==> config.mk <==
export PLATFORM = sky130hd
export DESIGN_NAME = spi_slave_param
export DESIGN_NICKNAME = d
export VERILOG_FILES = /design/src/rtl/spi_slave_param.sv
export SDC_FILE = /design/constraint.sdc
export NUM_CORES = 1
export LEC_CHECK = 0
export BUFFER_PORTS_ARGS = -buffer_cell sky130_fd_sc_hd__buf_4
export CAP_MARGIN = 20
export CORE_ASPECT_RATIO = 0.8
export CORE_MARGIN = 2
export CORE_UTILIZATION = 51
export DETAILED_ROUTE_END_ITERATION = 7
export PLACE_DENSITY_LB_ADDON = 0.3
export SETUP_SLACK_MARGIN = 0.02
export SYNTH_ARGS = -nofsm -noshare
export SYNTH_HDL_FRONTEND = slang
export SYNTH_SLANG_ARGS = --single-unit
==> constraint.sdc <==
create_clock -name i_sys_clk -period 1.83 [get_ports i_sys_clk]
set_input_delay 0.183 -clock i_sys_clk [delete_from_list [all_inputs] [get_ports i_sys_clk]]
set_output_delay 0.183 -clock i_sys_clk [all_outputs]
set_load 0.005 [all_outputs]
==> src/rtl/spi_slave_param.sv <==
// Parametrised SPI slave, oversampled on the system clock; all CPOL/CPHA modes.
// Optional RX FIFO is enabled with `define SPI_RX_FIFO_EN.
module spi_slave_param #(
  parameter int DATA_W      = 8,
  parameter int CPOL        = 0,
  parameter int CPHA        = 0,
  parameter int MSB_FIRST   = 1,
  parameter int SYNC_STAGES = 2,
  parameter int FIFO_DEPTH  = 4
) (
  input  logic              i_sys_clk,
  input  logic              i_rst_n,
  input  logic              i_spi_clk,
  input  logic              i_spi_mosi,
  input  logic              i_spi_ss,
  output logic              o_spi_miso,
  input  logic [DATA_W-1:0] i_tx_data,
  input  logic              i_tx_valid,
  output logic              o_tx_ready,
  output logic [DATA_W-1:0] o_rx_data,
  output logic              o_rx_valid,
  input  logic              i_rx_ready,
  output logic              o_frame_err,
  output logic              o_tx_underrun,
  output logic [1:0]        o_dbg_state
);

  localparam int CNT_W = $clog2(DATA_W + 1);
  localparam logic [CNT_W-1:0] LAST_BIT = CNT_W'(DATA_W - 1);
  localparam logic CPOL_B = (CPOL != 0);
  localparam logic CPHA_B = (CPHA != 0);
  localparam logic MSB_B  = (MSB_FIRST != 0);

  typedef enum logic [1:0] {
    ST_IDLE  = 2'd0,
    ST_LOAD  = 2'd1,
    ST_SHIFT = 2'd2
  } state_t;

  // Handshake: a tx word moves into the holding register on a rising i_sys_clk
  // edge where i_tx_valid and o_tx_ready are both high; o_tx_ready = holding empty.

  state_t state;

  logic [SYNC_STAGES-1:0] sclk_pipe;
  logic [SYNC_STAGES-1:0] mosi_pipe;
  logic [SYNC_STAGES-1:0] ss_pipe;
  logic sclk_s, mosi_s, ss_s;
  logic sclk_d, ss_d;

  logic [CNT_W-1:0]  bit_cnt;
  logic [DATA_W-1:0] rx_sr;
  logic [DATA_W-1:0] rx_next;
  logic [DATA_W-1:0] tx_sr;
  logic [DATA_W-1:0] hold_data;
  logic [DATA_W-1:0] load_word;
  logic              hold_full;
  logic              miso_q;
  logic              ss_err_q;
  logic              underrun_q;

  logic sclk_rise, sclk_fall, lead_edge, trail_edge;
  logic sample_edge, shift_edge, ss_fall;
  logic word_done, consume;

  always_ff @(posedge i_sys_clk or negedge i_rst_n) begin
    if (!i_rst_n) begin
      sclk_pipe <= {SYNC_STAGES{CPOL_B}};
      mosi_pipe <= '0;
      ss_pipe   <= {SYNC_STAGES{1'b1}};
      sclk_d    <= CPOL_B;
      ss_d      <= 1'b1;
    end else begin
      sclk_pipe <= {sclk_pipe[SYNC_STAGES-2:0], i_spi_clk};
      mosi_pipe <= {mosi_pipe[SYNC_STAGES-2:0], i_spi_mosi};
      ss_pipe   <= {ss_pipe[SYNC_STAGES-2:0], i_spi_ss};
      sclk_d    <= sclk_s;
      ss_d      <= ss_s;
    end
  end

  assign sclk_s = sclk_pipe[SYNC_STAGES-1];
  assign mosi_s = mosi_pipe[SYNC_STAGES-1];
  assign ss_s   = ss_pipe[SYNC_STAGES-1];

  assign sclk_rise   = sclk_s & ~sclk_d;
  assign sclk_fall   = ~sclk_s & sclk_d;
  assign lead_edge   = CPOL_B ? sclk_fall : sclk_rise;
  assign trail_edge  = CPOL_B ? sclk_rise : sclk_fall;
  assign sample_edge = CPHA_B ? trail_edge : lead_edge;
  assign shift_edge  = CPHA_B ? lead_edge : trail_edge;
  assign ss_fall     = ss_d & ~ss_s;

  assign rx_next = MSB_B ? {rx_sr[DATA_W-2:0], mosi_s} : {mosi_s, rx_sr[DATA_W-1:1]};

  assign load_word = hold_full ? hold_data : '0;
  assign word_done = (state == ST_SHIFT) & ~ss_s & sample_edge & (bit_cnt == LAST_BIT);
  assign consume   = (state == ST_LOAD) | word_done;

  function automatic logic first_bit(input logic [DATA_W-1:0] w);
    return MSB_B ? w[DATA_W-1] : w[0];
  endfunction

  function automatic logic [DATA_W-1:0] advance(input logic [DATA_W-1:0] w);
    return MSB_B ? {w[DATA_W-2:0], 1'b0} : {1'b0, w[DATA_W-1:1]};
  endfunction

  always_ff @(posedge i_sys_clk or negedge i_rst_n) begin
    if (!i_rst_n) begin
      hold_data <= '0;
      hold_full <= 1'b0;
    end else if (i_tx_valid && !hold_full) begin
      // A same-cycle consume saw the old (empty) register, so the new word stays.
      hold_data <= i_tx_data;
      hold_full <= 1'b1;
    end else if (consume) begin
      hold_full <= 1'b0;
    end
  end

  always_ff @(posedge i_sys_clk or negedge i_rst_n) begin
    if (!i_rst_n) begin
      state      <= ST_IDLE;
      bit_cnt    <= '0;
      rx_sr      <= '0;
      tx_sr      <= '0;
      miso_q     <= 1'b0;
      ss_err_q   <= 1'b0;
      underrun_q <= 1'b0;
    end else begin
      ss_err_q   <= 1'b0;
      underrun_q <= consume & ~hold_full;
      case (state)
        ST_IDLE: begin
          miso_q  <= 1'b0;
          bit_cnt <= '0;
          if (ss_fall) state <= ST_LOAD;
        end
        ST_LOAD: begin
          bit_cnt <= '0;
          rx_sr   <= '0;
          // CPHA=0 must present bit 0 before the first leading edge.
          if (!CPHA_B) begin
            miso_q <= first_bit(load_word);
            tx_sr  <= advance(load_word);
          end else begin
            tx_sr  <= load_word;
          end
          state <= ST_SHIFT;
        end
        ST_SHIFT: begin
          if (ss_s) begin
            if (bit_cnt != '0) ss_err_q <= 1'b1;
            miso_q <= 1'b0;
            state  <= ST_IDLE;
          end else begin
            if (sample_edge) begin
              rx_sr <= rx_next;
              if (bit_cnt == LAST_BIT) begin
                bit_cnt <= '0;
                if (!CPHA_B) begin
                  miso_q <= first_bit(load_word);
                  tx_sr  <= advance(load_word);
                end else begin
                  tx_sr  <= load_word;
                end
              end else begin
                bit_cnt <= bit_cnt + 1'b1;
              end
            end
            // With CPHA=0 the trailing edge right after a wrap must not skip the reloaded bit 0.
            if (shift_edge && (CPHA_B || bit_cnt != '0)) begin
              miso_q <= first_bit(tx_sr);
              tx_sr  <= advance(tx_sr);
            end
          end
        end
        default: state <= ST_IDLE;
      endcase
    end
  end

  assign o_spi_miso    = miso_q;
  assign o_tx_ready    = ~hold_full;
  assign o_tx_underrun = underrun_q;
  assign o_dbg_state   = state;

`ifdef SPI_RX_FIFO_EN
  localparam int PTR_W = $clog2(FIFO_DEPTH);

  logic [DATA_W-1:0] fifo_mem [FIFO_DEPTH];
  logic [PTR_W:0]    wr_ptr, rd_ptr;
  logic              fifo_empty, fifo_full, pop, push_ok, overflow, ovf_q;

  assign fifo_empty = (wr_ptr == rd_ptr);
  assign fifo_full  = (wr_ptr[PTR_W] != rd_ptr[PTR_W]) &&
                      (wr_ptr[PTR_W-1:0] == rd_ptr[PTR_W-1:0]);
  assign pop        = ~fifo_empty & i_rx_ready;
  assign push_ok    = word_done & (~fifo_full | pop);
  assign overflow   = word_done & fifo_full & ~pop;

  always_ff @(posedge i_sys_clk or negedge i_rst_n) begin
    if (!i_rst_n) begin
      for (int i = 0; i < FIFO_DEPTH; i++) fifo_mem[i] <= '0;
      wr_ptr <= '0;
      rd_ptr <= '0;
      ovf_q  <= 1'b0;
    end else begin
      ovf_q <= overflow;
      if (push_ok) begin
        fifo_mem[wr_ptr[PTR_W-1:0]] <= rx_next;
        wr_ptr <= wr_ptr + 1'b1;
      end
      if (pop) rd_ptr <= rd_ptr + 1'b1;
    end
  end

  assign o_rx_data   = fifo_mem[rd_ptr[PTR_W-1:0]];
  assign o_rx_valid  = ~fifo_empty;
  assign o_frame_err = ss_err_q | ovf_q;
`else
  logic [DATA_W-1:0] rx_word_q;
  logic              rx_valid_q;
  logic              unused_rx_ready;
  localparam int     unused_fifo_depth = FIFO_DEPTH;

  assign unused_rx_ready = i_rx_ready;

  always_ff @(posedge i_sys_clk or negedge i_rst_n) begin
    if (!i_rst_n) begin
      rx_word_q  <= '0;
      rx_valid_q <= 1'b0;
    end else begin
      rx_valid_q <= word_done;
      if (word_done) rx_word_q <= rx_next;
    end
  end

  assign o_rx_data   = rx_word_q;
  assign o_rx_valid  = rx_valid_q;
  assign o_frame_err = ss_err_q;
`endif

endmodule
==> impl_metrics.ini, run 1 <==
[worst_setup_path]
timing.rr.end = tx_sr[5]
setup.worst_path.class = flop to flop
reg2reg_slack_ns = 0.01
critical_path_required_ns = 2.03
cp_slowest_cell = dfrtp_1
critical_path.cell_chain = inv_2 -> ha_4 -> or3b_4 -> a22oi_4 -> o2bb2ai_4 -> mux2_4
rr_worst_depth = 6
path_delay_family = flip-flops
arrival_ns = 2.01
crit_cells = 6
critPathLaunchType = flop
cp-end-kind = flop
critPathMaxStageDelay_ns = 0.42
path_buf_inv = 1
r2r_start = bit_cnt[1]
cp_max_fo = 5

[cells_and_area]
fillers = 329
area_growth_pct = 24.4
design_area_um2 = 2750
fin_nets = 246
drive_gt1_share_pct = 41.5
antennaDiodeCount = 0

[clock_tree]
clockBufferDepth = 2
clock-sinks = 49
clk_pin_slew_worst_paths_ns = 0.09
cts_tree = yes
insertion_delay_ns = 0.31
root_buffer = clkbuf_8
htreeDepth = 2
cts_made_buffers = 5

[timing]
finalCriticalPeriod_ns = 1.82
setup_viol = 0
post-route-period-util_pct = 99.3
setup_slack_ns = 0.0137
fin_worst_skew_ns = 0.00734
worstMarginPinSlew_ns = 0.599
drv_slew = 0
relSlewSlack_pct = 60.1
fmax_ghz = 0.551
finalHoldViolCount = 0
whs_ns = 0.104
rsz0062_at_grt = true

[logic_synthesis]
syn_inst = 179
synthFlopType = dfrtp_1
synth_fp_nets = 202
ys_async_sr_fraction_pct = 100
yosysWarnings = 0
ys_seq_area_share_pct = 55.7
synthTopCellsByArea = dfrtp_1 (52%), mux2_2 (9.2%), ha_1 (4.5%)
syn_avg_cell_area_um2 = 12.3
synth_top_area_share_pct = 52.1
yosysTopAreaCell = dfrtp_1
syn-cell-area_um2 = 2210
synth_edf_count = 0
synth.distinct_cells = 39
ys_seq_elements = 49

[global_routing]
antenna_found_initial = 0
grt_pass1_vias = 1511
grtUsageTotal_pct = 19.5
grt_pass1_wl_mm = 7.31
grt_max_degree = 50
grt.overflow.total = 0

[die]
die_area_um2 = 4880
io_pins = 30
num_rows = 21
die_w_um = 77.6
chipHeight_um = 62.9
initial_core_util_pct = 52.9
core-area_um2 = 4180

[placed_design]
portBuffers = 28
place_area_um2 = 2550
hpwl_mm = 2.97
routabilityCongestion = 0.788
post-place-ws_ns = -0.0476

[pwr]
p_leak_nw = 1.35
total_power_w = 0.00346
ir_drop_mv = 0.658
powerDensity_nw_per_um2 = 1260

[worst_hold_path]
holdPathStages = 2
min_path_type = primary input to flop
min_from = i_tx_data[5]
min_to = hold_data[5]

[detailed_routing]
drt-initial-drc-count = 74
drt_wl_total_mm = 4.25
routed_via_density = 5.09
via_count = 1431
ant_nets = 0
drc = 0
wl_per_cell_um = 15.1
first_pass_iters = 4

[flow_run]
drv_cap = 0

[outcome]
outcome = finished, final reports clean
[kinds of logic (layout without fill, tap and decap cells)]
group | count (synthesis) | in the layout | synth area share (%)
mux | 31 | 31 | 16.0
buf+inv | 21 | 66 | 4.02
fa+ha+maj | 8 | 8 | 4.53
flops | 49 | 49 | 55.7
simple gates | 45 | 45 | 11.4
compound gates | 25 | 25 | 8.39
[worst max-delay path by stage]
stage / startpoint / endpoint / slack, ns
finish: bit_cnt[1] / tx_sr[5] / 0.01
global route: bit_cnt[1] / tx_sr[7] / -0.05
CTS: bit_cnt[0] / tx_sr[5] / 0.03
detailed placement: bit_cnt[1] / tx_sr[1] / -0.05
global placement: bit_cnt[1] / tx_sr[1] / 0.02
floorplan: o_dbg_state[0] / hold_full / -0.03
[repair_timing]
item | CTS | global route
endpoints found under the setup margin | 8 | 20
pin swaps | 1 | 3
setup buffers | 0 | 2
gates resized for setup | 1 | 10
gates cloned | 0 | 0
hold buffers | 4 | 0
hold endpoints to repair | 49 | 0
[report_power, final]
part / internal, W / total, W / switching (W)
clock network: 0.000314 / 0.000681 / 0.000367
logic: 0.000662 / 0.00129 / 0.000625
registers: 0.00132 / 0.00149 / 0.000169
total: 0.00230 / 0.00346 / 0.00116
[per-stage QoR]
step                instances  TNS [ns]  utilization, %
finish                    281         0            65.8
global route              281    -0.217            65.8
CTS                       279         0            64.5
detailed placement        267    -0.273            61.1
global placement          267         0            61.1
floorplan                 179    -0.286               -
[layer usage]
metal	GRT usage [%]	share of wire, %	vias to the layer above	wire (um)
li1	-	-	695	-
met1	27.6	48	704	2050
met2	29.3	47	25	1990
met3	6.36	3.9	7	167
met4	4.91	0.94	0	40
met5	0	0	-	0
[registers in the layout (all words and copies together), names as in the netlist]
signal         count
o_frame_err        1
hold_full          1
o_rx_data          8
o_rx_valid         1
ss_pipe            2
rx_sr              7
tx_sr              7
mosi_pipe          2
sclk_d             1
o_tx_underrun      1
hold_data          8
bit_cnt            4
o_spi_miso         1
o_dbg_state        2
sclk_pipe          2
ss_d               1
[cells in the final DEF (no fill, tap or decap), drive strengths merged, types with 2 or more instances in the layout]
cell type     n
a22oi         2
dlygate4sd3   4
o22ai         2
mux2i         9
dfstp         3
buf          40
a21oi         4
mux2         22
ha            8
and2          3
clkbuf        6
nand4         2
inv          14
nand2b        2
dfrtp        46
nand2        20
nand3         4
nor2b         4
o21ai        11
and3          3
[synthesized netlist by cell type (2+ instances only)]
cell type and count:
a21oi_1 4, nand2_1 20, and3_1 2, buf_2 2
mux2i_1 9, nand3_1 3, nor2b_1 4, clkbuf_1 3
mux2_4 4, nand4_1 2, ha_1 8, o22ai_1 2
dfstp_2 3, o21ai_0 11, and2_1 3, mux2_2 18
inv_1 14, dfrtp_1 46
[final cells by class]
type | count | area, um2 | area share (%)
flip-flops and latches | 49 | 1230 | 44.8
multi-input cells | 109 | 941 | 34.2
repair buffers | 44 | 348 | 12.7
clock buffers | 6 | 82.6 | 3.01
well taps | 57 | 71.3 | 2.60
inverters | 14 | 56.3 | 2.05
clock inverters | 2 | 17.5 | 0.638
[worst reg2reg max path, delay by kind of cell (launching register included)]
kind / cells / cell delay (ns)
compound gates: 2 / 0.35
fa+ha+maj: 1 / 0.11
buf+inv: 1 / 0.09
flops: 1 / 0.42
mux: 1 / 0.31
simple gates: 1 / 0.41
Note: power is estimated with default switching activity, not from simulation.
==> inputs of run 2 (changes only) <==
--- a/config.mk
+++ b/config.mk
@@ -9,7 +9,7 @@
 export CAP_MARGIN = 20
 export CORE_ASPECT_RATIO = 0.8
 export CORE_MARGIN = 2
-export CORE_UTILIZATION = 51
+export CORE_UTILIZATION = 25
 export DETAILED_ROUTE_END_ITERATION = 7
 export PLACE_DENSITY_LB_ADDON = 0.3
 export SETUP_SLACK_MARGIN = 0.02
==> run 2 against run 1 <==
  * Clock skew increased by 0.00092 ns
  * Global-route usage down 10 points
  * Die area up 97%
==> impl_metrics.ini, run 2 (same netlist as run 1, synthesis figures left out) <==
[worst_setup_path]
cp_max_fo = 5
setup.worst_path.class = flop to flop
critPathLaunchType = flop
cp-end-kind = flop
reg2reg_slack_ns = 0.04
r2r_start = bit_cnt[0]
timing.rr.end = tx_sr[3]
critical_path_required_ns = 2.02
rr_worst_depth = 6
arrival_ns = 1.98

[die]
die_area_um2 = 9610
io_pins = 30
initial_core_util_pct = 25.9
chipHeight_um = 88.1
die_w_um = 109
core-area_um2 = 8520
num_rows = 30

[detailed_routing]
ant_nets = 0
routed_via_density = 4.16
first_pass_iters = 3
via_count = 1417
wl_per_cell_um = 12.8
drt_wl_total_mm = 4.37
drt-initial-drc-count = 48
drc = 0

[flow_run]
drv_cap = 0

[cells_and_area]
register_area_um2 = 1230
final_common_cell = dfrtp_1
fillers = 870
fin_nets = 251
multi_input_comb_area_um2 = 952
utilization_pct = 33.6
drive_gt1_share_pct = 42.8
final_cell_mix = dfrtp_1 (45), buf_4 (42), nand2_1 (20)
instances_no_fill = 341
area_growth_pct = 29.6
antennaDiodeCount = 0

[pwr]
pwr-share-seq_pct = 41.7
powerDensity_nw_per_um2 = 1220
p_sw_w = 0.00114
power_frac_clock_pct = 20.1
swShare_pct = 32.6
p_comb_share_pct = 38.2
p_int_w = 0.00235
p_leak_nw = 1.37
ir_drop_mv = 0.491

[timing]
drv_slew = 0
whs_ns = 0.0984
fmax_ghz = 0.560
relSlewSlack_pct = 57.9
fin_worst_skew_ns = 0.00826
setup_viol = 0
post-route-period-util_pct = 97.6
finalCriticalPeriod_ns = 1.79
rsz0062_at_grt = true
finalHoldViolCount = 0
worstMarginPinSlew_ns = 0.631

[global_routing]
grt_use_met2_pct = 13.5
grt-busiest-layer = met2
met3_usage_pct = 2.60
grt_use_met1_pct = 13.1
antenna_found_initial = 0
grtUsageTotal_pct = 9.31
grt_pass1_vias = 1370
grt_pass1_wl_mm = 6.82
grt.overflow.total = 0
grt_max_degree = 50

[clock_tree]
insertion_delay_ns = 0.31
cts_tree = yes
clockBufferDepth = 2
htreeDepth = 2
clk_pin_slew_worst_paths_ns = 0.10
cts_made_buffers = 5
root_buffer = clkbuf_8
clock-sinks = 49

[placed_design]
portBuffers = 28
hpwl_mm = 2.89
routabilityCongestion = 0.742
placedCellCount = 325

[outcome]
outcome = finished, final reports clean

[worst_hold_path]
min_path_type = primary input to flop
min_from = i_tx_data[5]
min_to = hold_data[5]
holdPathStages = 2
run 2: changes by cell type in the layout (fill, tap and decap cells not counted):
cell / previous run / this run
buf_4: 38 / 42
buf_6: 2 / 1
buf_8: 0 / 1
o21ai_0: 10 / 11
o21ai_1: 1 / 0
or4_4: 1 / 2
run 2: power groups by stage:
| stage | Combinational, W | Clock [W] | Sequential (W) |
|---|---|---|---|
| CTS | 0.00127 | 0.000735 | 0.00145 |
| global route | 0.00148 | 0.000778 | 0.00149 |
| finish | 0.00133 | 0.000701 | 0.00145 |
| global placement | 0.00123 | 0 | 0.00147 |
| detailed placement | 0.00125 | 0 | 0.00147 |
| floorplan | 0.000854 | 0 | 0.00146 |
run 2: metrics by stage:
stage / TNS [ns] / setup slack [ns] / cell area (um2) / total power, W
after global placement: 0 / 0.0234 / 2650 / 0.00270
after floorplan: -0.286 / -0.0336 / 2250 / 0.00231
final: 0 / 0.0444 / 2860 / 0.00348
after global routing: -0.0863 / -0.0201 / 2860 / 0.00374
after CTS: 0 / 0.0205 / 2790 / 0.00346
after detailed placement: -0.0213 / -0.0100 / 2650 / 0.00273
run 2: layer usage:
layer  vias up  wire (um)
li1        706          -
met1       686       2220
met2        18       1940
met3         7        135
met4         0         74
met5         -          0
run 2: critical path, stage by stage, from the launching register on:
cell and delay [ns]:
dfrtp_1 0.40, inv_2 0.09, ha_4 0.12, or3b_4 0.41, a22oi_4 0.21, o2bb2ai_4 0.14
mux2_4 0.31
run 2: worst max-delay path by stage:
stage / slack [ns] / from / endpoint
floorplan: -0.03 / o_dbg_state[0] / hold_full
global placement: 0.02 / bit_cnt[0] / tx_sr[5]
detailed placement: -0.01 / bit_cnt[0] / tx_sr[3]
CTS: 0.02 / bit_cnt[0] / tx_sr[3]
global route: -0.02 / bit_cnt[0] / tx_sr[7]
finish: 0.04 / bit_cnt[0] / tx_sr[3]
run 2: repair_timing:
action	4_1_cts	5_1_grt
hold buffers	4	0
resized for setup	1	11
endpoints found under the setup margin	7	18
pin swaps	0	4
endpoints found under the hold margin	49	0
buffers inserted	0	3
gates cloned	0	1
run 2: cell type report:
cell class,instances,area share [%]
timing repair buffer,48,13.3
inverter,14,1.97
sequential,49,43.0
multi-input combinational,110,33.3
tap,112,4.90
clock buffer,6,2.89
clock inverter,2,0.612
==> inputs of run 3 (changes only) <==
--- a/config.mk
+++ b/config.mk
@@ -5,6 +5,7 @@
 export SDC_FILE = /design/constraint.sdc
 export NUM_CORES = 1
 export LEC_CHECK = 0
+export ABC_AREA = 1
 export BUFFER_PORTS_ARGS = -buffer_cell sky130_fd_sc_hd__buf_4
 export CAP_MARGIN = 20
 export CORE_ASPECT_RATIO = 0.8
==> run 3 against run 2 <==
  * Register-to-register slack better by 0.22 ns
  * Sequential power hardly changed
  * Die area is 2.4% lower
  * Synthesized cell count is 23% higher
  * Wire length is 4.9% lower
  * Largest power group unchanged
  * Critical path type unchanged
  * Utilization is 1.8 points lower
  * Critical path depth stayed put
  * Maximum frequency is 14% higher
  * Clock skew hardly changed
  * Clock power is 16% higher
  * Highest routed layer unchanged
  * Critical endpoint is now bit_cnt[1]
==> impl_metrics.ini, run 3 <==
[outcome]
outcome = finished, final reports clean

[worst_setup_path]
cpMostUsedCell = nand2_1
arrival_ns = 1.80
cp-end-kind = flop
cp_slowest_cell = dfrtp_1
path_buf_inv = 0
critical_path.cell_chain = ha_1 -> nand2_1 -> nand2_1 -> nor2_1 -> nand3_1 -> o21ai_0
setup.worst_path.class = flop to flop
reg2reg_slack_ns = 0.26
critPathLaunchType = flop
critical_path_required_ns = 2.06
path_delay_family = simple AND/OR/NAND/NOR gates
cp_max_fo = 6
critPathMaxStageDelay_ns = 0.45

[cells_and_area]
area_growth_pct = 24.1
final_common_cell = nand2_1
drive_gt1_share_pct = 24.6
antennaDiodeCount = 0
fillers = 870
utilization_pct = 31.8
fin_nets = 282
final_cell_mix = nand2_1 (55), dfrtp_1 (46), buf_4 (32)

[timing]
rsz0062_at_grt = false
finalCriticalPeriod_ns = 1.57
finalHoldViolCount = 0
post-route-period-util_pct = 85.7
setup_slack_ns = 0.262
worstMarginPinSlew_ns = 0.635
relSlewSlack_pct = 57.7
finalSetupTns_ns = 0
fmax_ghz = 0.638
setup_viol = 0
fin_worst_skew_ns = 0.00844
drv_slew = 0

[detailed_routing]
wl_per_cell_um = 11.2
first_pass_iters = 4
drt-initial-drc-count = 78
routed_via_density = 4.13
via_count = 1537
drt_wl_total_mm = 4.16
ant_nets = 0
drc = 0

[logic_synthesis]
synth_common_cells = nand2_1 (55), dfrtp_1 (46), nand3_1 (28)
synth_fp_nets = 243
yosysWarnings = 0
ys_async_sr_fraction_pct = 100
ys_seq_area_share_pct = 57.1
syn-cell-area_um2 = 2150
synthTopCellsByArea = dfrtp_1 (53%), nand2_1 (9.6%), nand3_1 (6.5%)
synth.most_common_cell = nand2_1
synth_edf_count = 0
synth_top_area_share_pct = 53.5
yosysTopAreaCell = dfrtp_1
synthFlopType = dfrtp_1
synth.distinct_cells = 24
ys_seq_elements = 49
syn_inst = 220
syn_avg_cell_area_um2 = 9.79

[placed_design]
hpwl_mm = 2.90
portBuffers = 28
post-place-ws_ns = 0.00677
routabilityCongestion = 0.740

[global_routing]
grt_max_degree = 50
antenna_found_initial = 0
grt_pass1_wl_mm = 7.29
grt.overflow.total = 0
grtUsageTotal_pct = 9.90
grt_pass1_vias = 1497

[die]
initial_core_util_pct = 25.6
core-area_um2 = 8410
die_area_um2 = 9380
die_w_um = 108
io_pins = 30
chipHeight_um = 87.0
num_rows = 30

[clock_tree]
cts_tree = yes
clockBufferDepth = 2
root_buffer = clkbuf_8
insertion_delay_ns = 0.31
clock-sinks = 49
clk_pin_slew_worst_paths_ns = 0.10
cts_made_buffers = 5
htreeDepth = 2

[worst_hold_path]
min_path_type = primary input to flop

[pwr]
p_leak_nw = 1.33
ir_drop_mv = 0.390
powerDensity_nw_per_um2 = 1250

[flow_run]
drv_cap = 0
==> run 3: changes by cell type in the layout (fill, tap and decap cells not counted), moves of 9 or more <==
| cell | before | now |
|---|---|---|
| buf_4 | 42 | 32 |
| inv_1 | 10 | 20 |
| mux2_2 | 18 | 8 |
| mux2i_1 | 9 | 0 |
| nand2_1 | 20 | 55 |
| nand3_1 | 3 | 28 |
==> run 3: timing repair <==
item / 4_1_cts / 5_1_grt
gates resized for setup: 1 / 1
pin swaps: 0 / 0
hold endpoints to repair: 49 / 0
setup endpoints to repair: 7 / 7
setup buffers: 0 / 0
hold buffers: 4 / 0
==> run 3: power breakdown <==
group	internal [W]	switching (W)	total, W
Sequential	0.00131	0.000129	0.00144
Combinational	0.000437	0.000638	0.00108
Clock	0.000417	0.000394	0.000812
Total	0.00217	0.00116	0.00333
==> run 3: logic make-up after synthesis <==
kind of cell / count (synthesis) / share of synthesized area, %
AO/OA/AOI/OAI: 23 / 5.35
XOR/XNOR: 2 / 0.814
adder cells (fa/ha/maj): 8 / 4.65
buffers and inverters: 26 / 5.06
multiplexers: 8 / 4.18
flip-flops: 49 / 57.1
AND/OR/NAND/NOR: 104 / 22.8
==> run 3: path summary, 6_finish.rpt <==
path                           startpoint              to  cells after the start
min reg2reg                  mosi_pipe[0]    mosi_pipe[1]                      0
max reg2reg                o_dbg_state[1]      bit_cnt[1]                      6
min                          i_tx_data[0]    hold_data[0]                      2
max in group asynchronous         i_rst_n        rx_sr[4]                      2
max                        o_dbg_state[1]      bit_cnt[1]                      6
min in group asynchronous         i_rst_n  o_dbg_state[1]                      2
==> run 3: final cells by class <==
class	instances	area, um2	share of cell area, %
Clock inverter	3	47.5	1.78
Tap cell	112	140	5.25
Clock buffer	5	68.8	2.58
Multi-Input combinational cell	145	822	30.8
Inverter	22	82.6	3.09
Sequential cell	49	1230	46.0
Timing Repair Buffer	36	280	10.5
==> run 3: through the flow <==
step | total power [W] | cells | hold WS, ns | cell area [um2]
floorplan | 0.00218 | 220 | -0.113 | 2150
global placement | 0.00250 | 360 | 0.262 | 2510
detailed placement | 0.00252 | 360 | 0.260 | 2510
CTS | 0.00336 | 372 | 0.0820 | 2670
global route | 0.00358 | 372 | 0.0809 | 2670
finish | 0.00333 | 372 | 0.0937 | 2670
==> run 3: per-layer routing <==
layer  GRT usage (%)  vias up  routed length [um]
met4            3.50        0                  68
met1            14.1      729                2190
met5               0        -                   0
met3            3.07        5                 150
met2            14.1       23                1750
li1                -      780                   -
